--- config.mk ---
export PLATFORM = sky130hd
export DESIGN_NAME = branch_resolve
export DESIGN_NICKNAME = d
export VERILOG_FILES = /design/src/rtl/branch_resolve_pkg.sv /design/src/rtl/branch_cond_eval.sv /design/src/rtl/branch_resolve.sv
export SDC_FILE = /design/constraint.sdc
export NUM_CORES = 1
export LEC_CHECK = 0
export BUFFER_PORTS_ARGS = -buffer_cell sky130_fd_sc_hd__buf_2
export CAP_MARGIN = 20
export CORE_UTILIZATION = 52
export CTS_CLUSTER_SIZE = 14
export DETAILED_ROUTE_END_ITERATION = 7
export PLACE_DENSITY = 0.81
export SKIP_CTS_REPAIR_TIMING = 1
export SLEW_MARGIN = 40
export SYNTH_ARGS = -nofsm -noshare
export SYNTH_HDL_FRONTEND = slang
export SYNTH_SLANG_ARGS = --single-unit
--- constraint.sdc ---
create_clock -name clk -period 3.6 [get_ports clk]
set_input_delay 0.72 -clock clk [delete_from_list [all_inputs] [get_ports clk]]
set_output_delay 0.72 -clock clk [all_outputs]
set_load 0.005 [all_outputs]
--- src/rtl/branch_resolve_pkg.sv ---
// -----------------------------------------------------------------------------
// branch_resolve_pkg
//   Shared definitions for the branch resolution block:
//     - cond_e       : 3-bit branch condition codes evaluated in E
//     - opcode values for the MIPS conditional branches (incl. likely forms)
//     - RESET_PC     : default reset fetch address
//     - decode_cond  : maps (opcode, rt[0]) to a condition code
// -----------------------------------------------------------------------------
package branch_resolve_pkg;

    localparam logic [31:0] RESET_PC = 32'hBFC0_0000;

    typedef enum logic [2:0] {
        COND_EQ  = 3'd0,
        COND_NE  = 3'd1,
        COND_LEZ = 3'd2,
        COND_GTZ = 3'd3,
        COND_LTZ = 3'd4,
        COND_GEZ = 3'd5
    } cond_e;

    localparam logic [5:0] REGIMM_INST = 6'h01;
    localparam logic [5:0] BEQ         = 6'h04;
    localparam logic [5:0] BNE         = 6'h05;
    localparam logic [5:0] BLEZ        = 6'h06;
    localparam logic [5:0] BGTZ        = 6'h07;
    localparam logic [5:0] BEQL        = 6'h14;
    localparam logic [5:0] BNEL        = 6'h15;
    localparam logic [5:0] BLEZL       = 6'h16;
    localparam logic [5:0] BGTZL       = 6'h17;

    // REGIMM branches (BLTZ/BGEZ, their AL and likely forms) differ only in
    // rt[0]: 0 = less-than-zero, 1 = greater-or-equal-zero.
    function automatic cond_e decode_cond(input logic [5:0] op, input logic rt_lsb);
        cond_e c;
        c = COND_EQ;
        case (op)
            BEQ, BEQL:   c = COND_EQ;
            BNE, BNEL:   c = COND_NE;
            BLEZ, BLEZL: c = COND_LEZ;
            BGTZ, BGTZL: c = COND_GTZ;
            REGIMM_INST: c = rt_lsb ? COND_GEZ : COND_LTZ;
            default:     c = COND_EQ;
        endcase
        return c;
    endfunction

endpackage

--- src/rtl/branch_cond_eval.sv ---
// -----------------------------------------------------------------------------
// branch_cond_eval
//   Purely combinational branch condition evaluator (signed compares only).
//   Ports:
//     cond   in  cond_e  condition code
//     rs     in  32      rs operand
//     rt     in  32      rt operand (used by EQ/NE only)
//     taken  out 1       condition holds
// -----------------------------------------------------------------------------
module branch_cond_eval
    import branch_resolve_pkg::*;
(
    input  cond_e       cond,
    input  logic [31:0] rs,
    input  logic [31:0] rt,
    output logic        taken
);

    logic rs_zero;
    logic rs_neg;

    assign rs_zero = (rs == 32'd0);
    assign rs_neg  = rs[31];

    always_comb begin
        taken = 1'b0;
        case (cond)
            COND_EQ:  taken = (rs == rt);
            COND_NE:  taken = (rs != rt);
            COND_LEZ: taken = rs_neg | rs_zero;
            COND_GTZ: taken = ~rs_neg & ~rs_zero;
            COND_LTZ: taken = rs_neg;
            COND_GEZ: taken = ~rs_neg;
            default:  taken = 1'b0;
        endcase
    end

endmodule

--- src/rtl/branch_resolve.sv ---
// -----------------------------------------------------------------------------
// branch_resolve
//   Carries a D-stage branch and its prediction into E, resolves the real
//   direction there, flags mispredictions (with the corrected fetch PC) and
//   nullifies the delay slot of a not-taken branch-likely. The resolved outcome
//   is registered into M as the predictor training port.
//
//   Parameters:
//     RESET_PC    reset value of redirect_pcE and pcM
//     DELAY_SLOT  1: fall-through = pc+8, 0: fall-through = pc+4
//
//   Ports:
//     clk, rst                     clock, synchronous active-high reset
//     stallE, flushE               hold / clear the D->E register
//     stallM, flushM               hold / clear the E->M register
//     instrD, pcD, immD            D-stage instruction, PC, sign-extended offset
//     branchD, branchL_D           D is a conditional branch / branch-likely
//     pred_takeD                   predicted taken
//     rs_valueE, rt_valueE         forwarded operands in E
//     mispredictE, redirect_pcE    direction mismatch and the correct next PC
//     nullify_slotE                kill the delay slot of a not-taken likely
//     pcM, branchM, actual_takeM   predictor update port
//
//   Optional (macro BRANCH_PERF_EN):
//     perf_branch_cnt, perf_mispred_cnt  saturating branch / mispredict counters
// -----------------------------------------------------------------------------
module branch_resolve #(
    parameter logic [31:0] RESET_PC   = branch_resolve_pkg::RESET_PC,
    parameter bit          DELAY_SLOT = 1'b1
) (
    input  logic        clk,
    input  logic        rst,
    input  logic        stallE,
    input  logic        flushE,
    input  logic        stallM,
    input  logic        flushM,
    input  logic [31:0] instrD,
    input  logic [31:0] pcD,
    input  logic [31:0] immD,
    input  logic        branchD,
    input  logic        branchL_D,
    input  logic        pred_takeD,
    input  logic [31:0] rs_valueE,
    input  logic [31:0] rt_valueE,
    output logic        mispredictE,
    output logic [31:0] redirect_pcE,
    output logic        nullify_slotE,
    output logic [31:0] pcM,
    output logic        branchM,
    output logic        actual_takeM
`ifdef BRANCH_PERF_EN
    ,
    output logic [31:0] perf_branch_cnt,
    output logic [31:0] perf_mispred_cnt
`endif
);

    import branch_resolve_pkg::*;

    localparam logic [31:0] FALL_OFS = DELAY_SLOT ? 32'd8 : 32'd4;

    // ---------------- D stage: precompute target, fall-through, cond ----------
    logic [31:0] target_dv;
    logic [31:0] fall_dv;
    cond_e       cond_dv;
    logic        unused_instr_bits;

    assign target_dv = pcD + 32'd4 + {immD[29:0], 2'b00};
    assign fall_dv   = pcD + FALL_OFS;
    assign cond_dv   = decode_cond(instrD[31:26], instrD[16]);

    // Fields not needed for condition decode.
    assign unused_instr_bits = ^{instrD[25:21], instrD[20:17], instrD[15:0], immD[31:30]};

    // ---------------- D -> E register ---------------------------------------
    logic        branch_e_q, branch_e_d;
    logic        likely_e_q, likely_e_d;
    logic        pred_e_q,   pred_e_d;
    logic [31:0] pc_e_q,     pc_e_d;
    logic [31:0] target_e_q, target_e_d;
    logic [31:0] fall_e_q,   fall_e_d;
    cond_e       cond_e_q,   cond_e_d;
    // Set once the branch sitting in E has been handed to M while E is held,
    // so a long stallE produces exactly one predictor update.
    logic        sent_e_q,   sent_e_d;

    // ---------------- E -> M register ---------------------------------------
    logic [31:0] pc_m_q,     pc_m_d;
    logic        branch_m_q, branch_m_d;
    logic        take_m_q,   take_m_d;

    // ---------------- E stage resolution ------------------------------------
    logic cond_taken;
    logic actual_take_e;
    logic branch_out_e;
    logic leave_e;

    branch_cond_eval u_cond (
        .cond  (cond_e_q),
        .rs    (rs_valueE),
        .rt    (rt_valueE),
        .taken (cond_taken)
    );

    assign actual_take_e = branch_e_q & cond_taken;
    assign mispredictE   = branch_e_q & (actual_take_e ^ pred_e_q);
    assign redirect_pcE  = actual_take_e ? target_e_q : fall_e_q;
    assign nullify_slotE = branch_e_q & likely_e_q & ~actual_take_e;

    assign branch_out_e  = branch_e_q & ~sent_e_q;
    assign leave_e       = branch_out_e & ~stallM & ~flushM;

    always_comb begin
        branch_e_d = branch_e_q;
        likely_e_d = likely_e_q;
        pred_e_d   = pred_e_q;
        pc_e_d     = pc_e_q;
        target_e_d = target_e_q;
        fall_e_d   = fall_e_q;
        cond_e_d   = cond_e_q;
        if (flushE) begin
            // Bubble: drop the valid bits, leave PCs as they were.
            branch_e_d = 1'b0;
            likely_e_d = 1'b0;
            pred_e_d   = 1'b0;
        end else if (!stallE) begin
            branch_e_d = branchD;
            likely_e_d = branchL_D;
            pred_e_d   = pred_takeD;
            pc_e_d     = pcD;
            target_e_d = target_dv;
            fall_e_d   = fall_dv;
            cond_e_d   = cond_dv;
        end
    end

    always_comb begin
        sent_e_d = sent_e_q;
        if (flushE || !stallE) begin
            sent_e_d = 1'b0;
        end else if (leave_e) begin
            sent_e_d = 1'b1;
        end
    end

    always_comb begin
        pc_m_d     = pc_m_q;
        branch_m_d = branch_m_q;
        take_m_d   = take_m_q;
        if (flushM) begin
            branch_m_d = 1'b0;
            take_m_d   = 1'b0;
        end else if (!stallM) begin
            pc_m_d     = pc_e_q;
            branch_m_d = branch_out_e;
            take_m_d   = actual_take_e & ~sent_e_q;
        end
    end

    always_ff @(posedge clk) begin
        if (rst) begin
            branch_e_q <= 1'b0;
            likely_e_q <= 1'b0;
            pred_e_q   <= 1'b0;
            pc_e_q     <= RESET_PC;
            target_e_q <= 32'd0;
            // Holding the reset PC here makes redirect_pcE read RESET_PC in reset.
            fall_e_q   <= RESET_PC;
            cond_e_q   <= COND_EQ;
            sent_e_q   <= 1'b0;
            pc_m_q     <= RESET_PC;
            branch_m_q <= 1'b0;
            take_m_q   <= 1'b0;
        end else begin
            branch_e_q <= branch_e_d;
            likely_e_q <= likely_e_d;
            pred_e_q   <= pred_e_d;
            pc_e_q     <= pc_e_d;
            target_e_q <= target_e_d;
            fall_e_q   <= fall_e_d;
            cond_e_q   <= cond_e_d;
            sent_e_q   <= sent_e_d;
            pc_m_q     <= pc_m_d;
            branch_m_q <= branch_m_d;
            take_m_q   <= take_m_d;
        end
    end

    assign pcM          = pc_m_q;
    assign branchM      = branch_m_q;
    assign actual_takeM = take_m_q;

`ifdef BRANCH_PERF_EN
    // ---------------- Saturating performance counters -----------------------
    logic [31:0] perf_branch_q, perf_branch_d;
    logic [31:0] perf_mispred_q, perf_mispred_d;

    always_comb begin
        perf_branch_d  = perf_branch_q;
        perf_mispred_d = perf_mispred_q;
        if (leave_e) begin
            if (perf_branch_q != 32'hFFFF_FFFF) begin
                perf_branch_d = perf_branch_q + 32'd1;
            end
            if (mispredictE && (perf_mispred_q != 32'hFFFF_FFFF)) begin
                perf_mispred_d = perf_mispred_q + 32'd1;
            end
        end
    end

    always_ff @(posedge clk) begin
        if (rst) begin
            perf_branch_q  <= 32'd0;
            perf_mispred_q <= 32'd0;
        end else begin
            perf_branch_q  <= perf_branch_d;
            perf_mispred_q <= perf_mispred_d;
        end
    end

    assign perf_branch_cnt  = perf_branch_q;
    assign perf_mispred_cnt = perf_mispred_q;
`endif

endmodule

==> qor.yml <==
routing:
  drc: 0
  ant_nets: 0
  drt_iter0_drc: 546
  wl_mm: 22.9
  via_per_inst: 5.65
  post_drt_wl_per_cell_um: 17.0
  dr.pass1.iters: 7
  vias: 7617
sta:
  maxSlewViolCount: 0
  fmax_mhz: 275
  period_minus_slack_ns: 3.64
  clock_skew_ns: 0.00514
  setup_viol: 30
  period_share_pct: 101
  whs_ns: 0.451
  hold_viol_final: 0
  final.setup.worst_slack_ns: -0.0408
  slew_headroom_pct: 58.8
  worst_pin_slew_ns: 0.618
  rsz0062_at_grt: "yes"
  setup_tns_ns: -0.501
synth:
  async_flop_share_pct: 0
  yosysWarnings: 0
  yosys.area.top_type: "dfxtp_1"
  ys_seq_elements: 132
  netlist_top_cells_area: "dfxtp_1 34%, nand2_1 9.6%, ha_1 9.3%"
  seq_area_frac_synth_pct: 33.9
  syn-cell-area_mm2: 0.00780
  synth_edf_count: 0
  synth_common_cells: "199 x nand2_1, 132 x dfxtp_1, 94 x a21oi_1"
  synth.most_common_cell: "nand2_1"
  yosysTopAreaCellShare_pct: 33.9
  syn_nets: 1169
  synth.avg_cell_area_um2: 8.29
  ys.flop_type: "dfxtp_1"
  synth_cell_types: 60
  synthCells: 941
floorplan:
  die_h_um: 125
  io_pins: 237
  die_x_um: 125
  die_area_mm2: 0.0155
  rows: 44
  core-area_mm2: 0.0146
  initial_utilization_pct: 53.5
min_path:
  min_to: "pcM[12]$_SDFFE_PP0P_"
  hp-start: "pcM[12]$_SDFFE_PP0P_"
  hold_depth: 2
  hp-class: "reg -> reg"
cts:
  path_clk_slew_ns: 0.06
  cts_tree: "done"
  insertion_delay_ns: 0.41
  numCtsBuffers: 17
  htreeDepth: 4
  clk_path_buf_depth: 2
  cts_root_buffer: "clkbuf_16"
  clock_sinks: 132
global_routing:
  met2_usage_pct: 48.8
  grt_pass1_wl_mm: 35.5
  met1_usage_pct: 34.3
  track_usage_pct: 28.5
  first_global_vias: 7142
  grt.busiest_layer: "met2"
  use_met3_pct: 5.58
  grt_overflow: 0
  antenna_found_initial: 2
  grt_max_degree: 108
placed_design:
  hpwlAfterDp_mm: 16.7
  port_buffers: 209
  gp_congestion: 0.954
layout:
  drive_gt1_share_pct: 28.1
  layout.nets: 1378
  area_growth_pct: 28.7
  nFillCells: 1169
worst_setup_path:
  r2r_slack_ns: 2.13
  path_max_fanout: 8
  critPathKind: "in -> out"
  r2r-start: "cond_e_q[2]$_SDFFE_PP0P_"
  start_kind: "input pin"
  required_ns: 2.88
  cp-end-kind: "output port"
  arrival_ns: 2.92
  r2r_cells: 7
  r2r-end: "actual_takeM$_SDFFE_PP0N_"
power:
  power_frac_clock_pct: 42.5
  vdd_drop_max_v: 0.000324
  internal_power_mw: 3.12
  seqPwrFrac_pct: 36.7
  p_total_mw: 4.32
  powerDensity_mw_per_mm2: 430
  swShare_pct: 27.9
  switchingPower_mw: 1.20
  p_leak_nw: 4.42
  combPwrFrac_pct: 20.8
outcome:
  status: "finished with violations"
  violations: "setup timing"
run:
  drv_cap: 0
worst max-delay path, stage by stage:
cell	delay [ns]
buf_2	0.12
xor2_1	0.17
nor4_2	0.30
nand4_1	0.15
o31ai_2	0.27
xnor2_1	0.12
o21ai_2	0.18
and2_4	0.26
buf_12	0.16
mux2_4	0.34
buf_6	0.12
layer usage:
metal	vias up	wire, um
met3	60	1520
met4	0	977
met5	-	0
li1	3740	-
met1	3502	9260
met2	315	11200
cell usage in the layout, fill, tap and decap left out, drive strengths merged, types with 5 or more instances in the layout:
master and n:
nand2 200, xor2 55, a31oi 7, a21o 10, and3 7, or2 5, xnor2 26, clkbuf 18
nor3 18, a21oi 95, nor2 48, nand4 12, buf 241, mux2 30, clkinvlp 5, dfxtp 132
ha 58, inv 15, and2 7, a211oi 20, or3 6, nand3 43, o211ai 8, and4 5
nor4 17, o21ai 18
how the worst max path moves through the flow:
stage	start	to	slack, ns	cells after the start
finish	rs_valueE[18]	redirect_pcE[16]	-0.04	11
global route	rt_valueE[10]	redirect_pcE[16]	-0.12	11
CTS	rs_valueE[12]	redirect_pcE[28]	-0.06	11
detailed placement	rs_valueE[12]	redirect_pcE[16]	-0.04	11
global placement	rs_valueE[19]	redirect_pcE[31]	-0.03	11
floorplan	pcD[3]	target_e_q[31]$_SDFFE_PP0P_	0.42	11
kinds of logic (layout without fill, tap and decap cells):
logic type | count (synthesis) | after routing | synth area share [%]
compound gates | 190 | 190 | 15.0
xor+xnor | 81 | 81 | 9.09
fa+ha+maj | 59 | 59 | 9.55
buf+inv | 63 | 284 | 3.67
flops | 132 | 132 | 33.9
mux | 34 | 34 | 6.28
other cells | 0 | 2 | 0
simple gates | 382 | 382 | 22.5
power groups by stage:
stage               combinational (mW)  clock, mW  sequential, mW
floorplan                        0.534          0            1.61
global placement                 0.823          0            1.61
detailed placement               0.842          0            1.62
CTS                              0.851       1.85            1.59
global route                     0.988       1.93            1.60
finish                           0.898       1.84            1.59
per-stage QoR:
step / instances / setup slack, ns / instance area, um2 / utilization, %
global placement: 1313 / -0.0292 / 9110 / 62.4
detailed placement: 1313 / -0.0402 / 9110 / 62.4
CTS: 1344 / -0.0615 / 9730 / 66.7
global route: 1348 / -0.123 / 10000 / 68.8
floorplan: 941 / 0.425 / 7800 / -
finish: 1348 / -0.0408 / 10000 / 68.8
area by class of cell:
class | count | area [um2] | area share (%)
diodes | 2 | 5.00 | 0.0498
multi-input cells | 746 | 4940 | 49.2
clock inverters | 14 | 201 | 2.01
clock buffers | 17 | 425 | 4.24
well taps | 184 | 230 | 2.29
flip-flops and latches | 132 | 2640 | 26.3
inverters | 11 | 41.3 | 0.411
repair buffers | 242 | 1560 | 15.5
state kept, by name, indices dropped and copies added (netlist names), 3 cells and up:
name / count
fall_e_q: 29
pc_e_q: 32
target_e_q: 30
pcM: 32
cond_e_q: 3
Note: power is estimated with default switching activity, not from simulation.
